File: config.mk
export PLATFORM = sky130hd
export DESIGN_NAME = mux_stream_n
export DESIGN_NICKNAME = d
export VERILOG_FILES = /design/src/rtl/mux_stream_n.sv
export SDC_FILE = /design/constraint.sdc
export NUM_CORES = 1
export LEC_CHECK = 0
export BUFFER_PORTS_ARGS = -buffer_cell sky130_fd_sc_hd__buf_4
export CORE_ASPECT_RATIO = 1.1
export CORE_UTILIZATION = 25
export DETAILED_ROUTE_END_ITERATION = 10
export GPL_ROUTABILITY_DRIVEN = 0
export PLACE_DENSITY = 0.56
export SYNTH_ARGS = -nofsm -noshare
export SYNTH_HDL_FRONTEND = slang
export SYNTH_SLANG_ARGS = --single-unit
File: constraint.sdc
create_clock -name clk -period 8.59 [get_ports clk]
set_clock_uncertainty 0.2 [all_clocks]
set_input_delay 0.859 -clock clk [delete_from_list [all_inputs] [get_ports clk]]
set_output_delay 0.859 -clock clk [all_outputs]
set_load 0.03 [all_outputs]
File: src/rtl/mux_stream_n.sv
// N-channel stream multiplexer with fixed-select or round-robin arbitration and a one-word output register.
// Optional accepted-input counter on output grant_cnt when MUX_STREAM_GRANT_CNT_EN is defined.
module mux_stream_n #(
    parameter int WIDTH    = 4,
    parameter int CHANNELS = 8,
    parameter int SEL_W    = 3
) (
    input  logic                      clk,
    input  logic                      rst,
    input  logic [CHANNELS*WIDTH-1:0] in_data,
    input  logic [CHANNELS-1:0]       in_valid,
    output logic [CHANNELS-1:0]       in_ready,
    input  logic                      mode,
    input  logic [SEL_W-1:0]          select,
    output logic [WIDTH-1:0]          out_data,
    output logic                      out_valid,
    input  logic                      out_ready,
    output logic [SEL_W-1:0]          out_chan
`ifdef MUX_STREAM_GRANT_CNT_EN
    ,
    output logic [15:0]               grant_cnt
`endif
);

    typedef enum logic {
        ST_EMPTY = 1'b0,
        ST_FULL  = 1'b1
    } state_t;

    state_t            r_state;
    state_t            w_state_nxt;
    logic [SEL_W-1:0]  r_ptr;
    logic [SEL_W-1:0]  r_chan;
    logic [WIDTH-1:0]  r_data;

    logic              w_load_en;
    logic              w_gvalid;
    logic              w_accept;
    logic [SEL_W-1:0]  w_grant;
    logic [SEL_W-1:0]  w_rr_grant;
    logic              w_rr_found;
    logic [SEL_W:0]    w_sum;
    logic [WIDTH-1:0]  w_gdata;

    // Round-robin search starts just past the last accepted channel and wraps.
    always_comb begin
        w_rr_found = 1'b0;
        w_rr_grant = '0;
        w_sum      = '0;
        for (int i = 1; i <= CHANNELS; i++) begin
            w_sum = {1'b0, r_ptr} + (SEL_W+1)'(i);
            if (w_sum >= (SEL_W+1)'(CHANNELS))
                w_sum = w_sum - (SEL_W+1)'(CHANNELS);
            if (!w_rr_found && in_valid[w_sum[SEL_W-1:0]]) begin
                w_rr_found = 1'b1;
                w_rr_grant = w_sum[SEL_W-1:0];
            end
        end
    end

    always_comb begin
        if (mode) begin
            w_grant  = w_rr_grant;
            w_gvalid = w_rr_found;
        end else begin
            w_grant  = select;
            w_gvalid = ({1'b0, select} < (SEL_W+1)'(CHANNELS));
        end
    end

    always_comb begin
        in_ready = '0;
        w_gdata  = '0;
        for (int c = 0; c < CHANNELS; c++) begin
            in_ready[c] = !rst && w_load_en && w_gvalid && (w_grant == SEL_W'(c));
            if (w_grant == SEL_W'(c))
                w_gdata = in_data[c*WIDTH +: WIDTH];
        end
    end

    assign w_accept = |(in_ready & in_valid);

    // FSM: state register
    always_ff @(posedge clk) begin
        if (rst)
            r_state <= ST_EMPTY;
        else
            r_state <= w_state_nxt;
    end

    // FSM: next state
    always_comb begin
        w_state_nxt = r_state;
        case (r_state)
            ST_EMPTY: if (w_accept) w_state_nxt = ST_FULL;
            ST_FULL:  if (out_ready && !w_accept) w_state_nxt = ST_EMPTY;
            default:  w_state_nxt = ST_EMPTY;
        endcase
    end

    // FSM: outputs
    always_comb begin
        out_valid = (r_state == ST_FULL);
        w_load_en = (r_state == ST_EMPTY) || out_ready;
        out_data  = r_data;
        out_chan  = r_chan;
    end

    // Output word and arbitration pointer only move on an accepted input.
    always_ff @(posedge clk) begin
        if (rst) begin
            r_data <= '0;
            r_chan <= '0;
            r_ptr  <= SEL_W'(CHANNELS-1);
        end else if (w_accept) begin
            r_data <= w_gdata;
            r_chan <= w_grant;
            r_ptr  <= w_grant;
        end
    end

`ifdef MUX_STREAM_GRANT_CNT_EN
    logic [15:0] r_gcnt;

    always_ff @(posedge clk) begin
        if (rst)
            r_gcnt <= '0;
        else if (w_accept && (r_gcnt != 16'hFFFF))
            r_gcnt <= r_gcnt + 16'd1;
    end

    assign grant_cnt = r_gcnt;
`endif

endmodule

==> results.py, run 1 <==
metrics = {
    "synth": {
        "synth.area.mux_share_pct": 31.0,
        "postSynthRegisterBits": 11,
        "async_reset_ff_share_pct": 0,
        "cell_variety_after_synth": 64,
        "yosys.area_share.adder_pct": 1.18,
        "synth_edf_count": 0,
        "yosys.area_share.simple_pct": 22.6,
        "yosysWarningCount": 0,
        "compound_cell_area_share_of_the_yosys_netlist_pct": 26.3,
        "ys_dominant_reg_cell": "sky130_fd_sc_hd__dfxtp_1",
        "cell_count_after_synthesis": 246,
        "syn_std_cell_area_um2": 2120,
        "syn-mean-instance-area_um2": 8.61,
        "synth_top_family_by_area": "multiplexers",
        "synth-seq-area-share_pct": 10.4,
        "synth_xor_area_share_pct": 2.01,
        "postSynthNetCount": 295,
    },
    "setup_path": {
        "kind_of_capture_point_of_the_worst_setup_path": "primary output",
        "reg2reg_from": "r_ptr[0]",
        "crit_required_ns": 7.53,
        "cp-startpoint": "r_ptr[0]",
        "worst-endpoint-arrival_ns": 4.86,
        "worst-setup-path-type": "flop to primary output",
        "timing.critical_path.from_type": "flop",
        "critical_path.max_fanout": 17,
        "reg2reg_slack_ns": 3.20,
    },
    "drt": {
        "via_per_inst": 5.40,
        "detail_route.wirelength_um": 6300,
        "tritonroute_pass_1_iters": 4,
        "drc_errors": 0,
        "final_ant_viol_nets": 0,
        "wl_per_cell_um": 15.6,
        "via_count": 2176,
        "dr.first_iter.drc_count": 108,
    },
    "clock_tree": {
        "ctsLongestPathBuffers": 2,
        "cts_hold_repair.buffers": 0,
        "numClockSinks": 11,
        "cts-root-buf": "sky130_fd_sc_hd__clkbuf_8",
        "path_clk_slew_ns": 0.06,
        "numCtsBuffers": 3,
        "worstSkewPairLatency_ns": 0.24,
        "number_of_post_cts_setup_repair_buffers": 0,
        "tritoncts": "built",
        "post_cts_resize_count": 0,
        "h-tree-depth": 1,
    },
    "sta": {
        "report.final.setup_viol": 0,
        "maxSlewViolCount": 0,
        "totalNegativeSetupSlack_ns": 0,
        "worst_slack_ns": 2.67,
        "slew-limit-headroom_pct": 49.3,
        "fin_crit_sh_pct": 69.0,
        "layout_min_cycle_time_ns": 5.92,
        "fmax_mhz": 169,
        "tightest_slew_ns": 0.760,
        "rsz0062_at_grt": "no",
        "timing_hold_violations_final": 0,
    },
    "min_path": {
        "timing.hold.worst.class": "flop to flop",
        "worstHoldStart": "out_chan[0]",
    },
    "floorplan": {
        "design.core.area_um2": 8040,
        "die_h_um": 98.5,
        "design.portCount": 63,
        "placement_rows": 34,
        "die-width_um": 89.7,
        "design.die.area_um2": 8840,
        "floorplan.initialDensity_pct": 26.3,
    },
    "finish": {
        "fill_cells": 858,
        "area_growth_pct": 25.9,
        "nets": 345,
        "area_of_combinational_cells_with_multiple_inputs_um2": 1760,
        "register_area_um2": 220,
        "final_core_utilization_pct": 33.2,
        "n_antenna_cell": 0,
        "ratio_of_cells_with_drive_above_1_in_the_final_layout_pct": 36.9,
    },
    "power_and_ir_drop": {
        "total_power_mw": 1.05,
        "power-per-cell-area_nw_per_um2": 394,
        "max-vdd-ir-drop_v": 0.000137,
        "total_leakage_power_nw": 1.11,
    },
    "global_route": {
        "grt_antenna_before_repair": 0,
        "grt_start_max_net_pins": 25,
        "track_usage_pct": 14.5,
        "grt_first_pass_wirelength_um": 10600,
        "number_of_global_route_vias_before_repair": 2216,
        "overflow": 0,
    },
    "status": {
        "run_status": "completed",
    },
    "placement": {
        "post-place-ws_ns": 2.92,
        "dp.final_hpwl_um": 5090,
        "port_buffers": 62,
    },
    "job": {
        "max_cap_violations": 0,
    },
}
[synthesized netlist by cell type, types with 3 or more instances]
master	instances	area share, %
sky130_fd_sc_hd__mux2i_1	27	13
sky130_fd_sc_hd__nand2_1	26	4.6
sky130_fd_sc_hd__nor3_1	17	4.0
sky130_fd_sc_hd__nand3_1	14	3.3
sky130_fd_sc_hd__mux4_2	13	14
sky130_fd_sc_hd__dfxtp_1	11	10
sky130_fd_sc_hd__nor2_1	11	2.0
sky130_fd_sc_hd__a21oi_1	10	2.4
sky130_fd_sc_hd__inv_1	8	1.4
sky130_fd_sc_hd__buf_2	7	1.7
sky130_fd_sc_hd__nor2b_1	7	2.1
sky130_fd_sc_hd__o21ai_0	6	1.4
sky130_fd_sc_hd__a311oi_2	4	2.8
sky130_fd_sc_hd__and2_1	4	1.2
sky130_fd_sc_hd__buf_4	4	1.4
sky130_fd_sc_hd__clkbuf_1	4	0.71
sky130_fd_sc_hd__o21ai_1	4	0.95
sky130_fd_sc_hd__mux2_2	3	1.6
sky130_fd_sc_hd__nand2b_1	3	0.89
sky130_fd_sc_hd__o2111ai_1	3	1.2
sky130_fd_sc_hd__or2_1	3	0.89
[per-stage QoR]
step,cell area (um^2),std cells,hold slack (ns)
finish,2670,403,0.285
global route,2670,403,0.311
global placement,2620,399,0.271
CTS,2670,403,0.294
floorplan,2120,246,0.392
detailed placement,2620,399,0.286
[cell type report]
class,count,area share (%)
well taps,108,5.07
multi-input cells,209,66.1
flip-flops and latches,11,8.26
repair buffers,63,17.7
inverters,8,1.13
clock buffers,4,1.69
[logic make-up after synthesis]
| kind of cell | after synthesis |
|---|---|
| xor gates and xnor gates | 4 |
| and+or+nand+nor | 95 |
| buffers and inverters | 26 |
| adders and majority gates | 2 |
| DFF | 11 |
| AOI/OAI and AO/OA | 62 |
| muxes | 46 |
[placed cells by master, fill, tap and decap left out, drive strengths merged, types with 2 or more instances in the layout]
| cell type | synthesis | layout |
|---|---|---|
| buf | 14 | 63 |
| mux2i | 29 | 29 |
| nand2 | 28 | 28 |
| nor3 | 17 | 17 |
| nand3 | 15 | 15 |
| mux4 | 13 | 13 |
| nor2 | 12 | 12 |
| dfxtp | 11 | 11 |
| a21oi | 10 | 10 |
| o21ai | 10 | 10 |
| inv | 8 | 8 |
| nor2b | 7 | 7 |
| and2 | 4 | 4 |
| a311oi | 4 | 4 |
| mux2 | 4 | 4 |
| nand2b | 4 | 4 |
| clkbuf | 4 | 4 |
| a211oi | 4 | 4 |
| a221oi | 4 | 4 |
| or2 | 3 | 3 |
| o2111ai | 3 | 3 |
| o211ai | 3 | 3 |
| xnor2 | 3 | 3 |
| a22o | 2 | 2 |
| and3 | 2 | 2 |
| a21o | 2 | 2 |
| a31oi | 2 | 2 |
| nand4 | 2 | 2 |
| ha | 2 | 2 |
| o211a | 2 | 2 |
| a2111oi | 2 | 2 |
| o32ai | 2 | 2 |
[power breakdown]
group	total, mW	switching (mW)	internal, mW	leakage [nW]
clock network	0.0527	0.0201	0.0326	0.0228
logic	0.888	0.517	0.371	0.993
registers	0.110	0.0399	0.0698	0.0905
total	1.05	0.577	0.473	1.11
[worst paths after layout]
path                  to  cells past startpoint
max          in_ready[0]                     10
min reg2reg  out_chan[0]                      2
min          out_chan[0]                      2
max reg2reg     r_ptr[0]                     11
[worst max-delay path: stages (launching register included)]
cell and delay [ns]:
sky130_fd_sc_hd__dfxtp_1 0.79, sky130_fd_sc_hd__inv_1 0.27, sky130_fd_sc_hd__ha_1 0.81, sky130_fd_sc_hd__mux2i_1 0.21
sky130_fd_sc_hd__mux4_2 0.55, sky130_fd_sc_hd__o32a_1 0.37, sky130_fd_sc_hd__a31o_1 0.25, sky130_fd_sc_hd__a2111oi_4 0.50
sky130_fd_sc_hd__or2_1 0.54, sky130_fd_sc_hd__nor3_1 0.13, sky130_fd_sc_hd__buf_4 0.20
[sequential cells by signal, summed over array words and instances, names as in the netlist]
register   count
out_chan       3
out_data       4
out_valid      1
r_ptr          3
[routing by layer]
| layer | track usage, % | share of wire, % | vias to the layer above |
|---|---|---|---|
| met5 | 0 | 0 | - |
| met2 | 27.1 | 52 | 94 |
| met1 | 16.4 | 40 | 1014 |
| met4 | 7.31 | 3.4 | 0 |
| met3 | 1.31 | 5.1 | 15 |
| li1 | - | - | 1053 |
(Power assumes the default switching activity.)
==> run 2: changes to the inputs <==
==> constraint.sdc (replaced) <==
create_clock -name clk -period 6.19 [get_ports clk]
set_clock_uncertainty 0.2 [all_clocks]
set_input_delay 0.619 -clock clk [delete_from_list [all_inputs] [get_ports clk]]
set_output_delay 0.619 -clock clk [all_outputs]
set_load 0.03 [all_outputs]
==> run 2 against run 1 <==
Sequential power rose by 15%. Sequential share of layout area barely moved. Total power rose by 39%. Largest cell class unchanged. Critical path type unchanged. Via count fell by 2.0%. First-iteration DRC count rose by 130%.
==> results.py, run 2 (same netlist as run 1, synthesis figures left out) <==
metrics = {
    "floorplan": {
        "die_h_um": 98.5,
        "die-width_um": 89.7,
        "design.core.area_um2": 8040,
        "design.die.area_um2": 8840,
        "floorplan.initialDensity_pct": 26.3,
        "placement_rows": 34,
        "design.portCount": 63,
    },
    "sta": {
        "maxSlewViolCount": 0,
        "fin_crit_sh_pct": 85.2,
        "hold_ws_ns": 0.305,
        "totalNegativeSetupSlack_ns": 0,
        "layout_min_cycle_time_ns": 5.27,
        "fmax_mhz": 190,
        "rsz0062_at_grt": "no",
        "timing_hold_violations_final": 0,
        "report.final.setup_viol": 0,
        "slew-limit-headroom_pct": 49.4,
        "tightest_slew_ns": 0.756,
    },
    "global_route": {
        "grt_first_pass_wirelength_um": 10200,
        "number_of_global_route_vias_before_repair": 2114,
        "track_usage_pct": 13.9,
        "grt_antenna_before_repair": 0,
        "overflow": 0,
        "grt_start_max_net_pins": 18,
    },
    "setup_path": {
        "worst-r2r-cell-count": 12,
        "critical_path.max_fanout": 17,
        "worst-setup-path-type": "flop to primary output",
        "worst_r2r_endpoint": "r_ptr[0]",
        "reg2reg_slack_ns": 1.29,
        "timing.critical_path.from_type": "flop",
        "worst-endpoint-arrival_ns": 4.45,
        "cp-startpoint": "r_ptr[0]",
        "reg2reg_from": "r_ptr[0]",
        "kind_of_capture_point_of_the_worst_setup_path": "primary output",
        "crit_required_ns": 5.37,
    },
    "clock_tree": {
        "worstSkewPairLatency_ns": 0.23,
        "post_cts_resize_count": 0,
        "tritoncts": "built",
        "h-tree-depth": 1,
        "path_clk_slew_ns": 0.05,
        "cts-root-buf": "sky130_fd_sc_hd__clkbuf_8",
        "number_of_post_cts_setup_repair_buffers": 0,
        "ctsLongestPathBuffers": 2,
        "numCtsBuffers": 3,
        "numClockSinks": 11,
        "cts_hold_repair.buffers": 0,
    },
    "placement": {
        "dp.final_hpwl_um": 4970,
        "port_buffers": 62,
    },
    "min_path": {
        "whs_path_depth": 2,
        "worstHoldStart": "out_chan[0]",
        "holdPathEnd": "out_chan[0]",
        "timing.hold.worst.class": "flop to flop",
    },
    "power_and_ir_drop": {
        "max-vdd-ir-drop_v": 0.000198,
        "power-per-cell-area_nw_per_um2": 544,
        "total_leakage_power_nw": 1.11,
        "total_power_mw": 1.46,
    },
    "finish": {
        "area_growth_pct": 26.7,
        "ratio_of_cells_with_drive_above_1_in_the_final_layout_pct": 37.4,
        "n_antenna_cell": 0,
        "mostFrequentLayoutCells": "sky130_fd_sc_hd__buf_4, sky130_fd_sc_hd__mux2i_1, sky130_fd_sc_hd__nand2_1, sky130_fd_sc_hd__nor3_1, sky130_fd_sc_hd__nand3_1",
        "fill_cells": 846,
        "mostFrequentLayoutCell": "sky130_fd_sc_hd__buf_4",
        "nets": 347,
        "flip_flop_count_of_the_largest_register_all_copies_and_words_added": 4,
    },
    "drt": {
        "detail_route.wirelength_um": 6340,
        "tritonroute_pass_1_iters": 6,
        "wl_per_cell_um": 15.6,
        "via_per_inst": 5.26,
        "via_count": 2132,
        "dr.first_iter.drc_count": 249,
        "drc_errors": 0,
        "final_ant_viol_nets": 0,
    },
    "status": {
        "run_status": "completed",
    },
    "job": {
        "max_cap_violations": 0,
    },
}
[run 2: worst max-delay path by stage]
stage,end,cells past startpoint,slack [ns]
detailed placement,in_ready[4],11,1.15
floorplan,in_ready[2],13,1.43
global placement,in_ready[4],11,1.30
CTS,in_ready[4],11,0.90
finish,in_ready[4],11,0.92
global route,in_ready[4],11,0.63
[run 2: final cells by class]
class / count / area, um^2 / share of cell area [%]
Tap cell: 108 / 135 / 5.04
Multi-Input combinational cell: 209 / 1760 / 65.7
Inverter: 8 / 30.0 / 1.12
Sequential cell: 11 / 220 / 8.21
Clock buffer: 4 / 45.0 / 1.68
Timing Repair Buffer: 65 / 488 / 18.2
[run 2: power breakdown]
group	switching (mW)	total, mW	internal [mW]	leakage, nW
sequential	0.0305	0.127	0.0969	0.0905
clock	0.0260	0.0711	0.0451	0.0228
combinational	0.740	1.26	0.520	1.00
total	0.796	1.46	0.662	1.11
[run 2: worst max-delay path, stage by stage, from the launching register on]
cell	delay (ns)
sky130_fd_sc_hd__dfxtp_1	0.30
sky130_fd_sc_hd__buf_4	0.24
sky130_fd_sc_hd__inv_1	0.18
sky130_fd_sc_hd__ha_1	0.75
sky130_fd_sc_hd__mux2i_1	0.19
sky130_fd_sc_hd__mux4_2	0.57
sky130_fd_sc_hd__o32a_1	0.37
sky130_fd_sc_hd__a31o_1	0.25
sky130_fd_sc_hd__a2111oi_4	0.47
sky130_fd_sc_hd__or2_1	0.55
sky130_fd_sc_hd__nor3_1	0.13
sky130_fd_sc_hd__buf_4	0.20
[run 2: per-layer routing]
metal / vias to the layer above / routed length [um] / global-route usage, %
li1: 1053 / - / -
met1: 984 / 2760 / 17.5
met2: 95 / 3240 / 25.9
met3: 0 / 338 / 1.23
met4: 0 / 0 / 2.90
met5: - / 0 / 0
[run 2: metrics by stage]
stage	util (%)	worst slack [ns]	instance area, um^2	cells
after CTS	33.3	0.898	2680	405
after global routing	33.3	0.632	2680	405
final	33.3	0.919	2680	405
after global placement	32.8	1.30	2640	401
after floorplan	-	1.43	2120	246
after detailed placement	32.8	1.15	2640	401
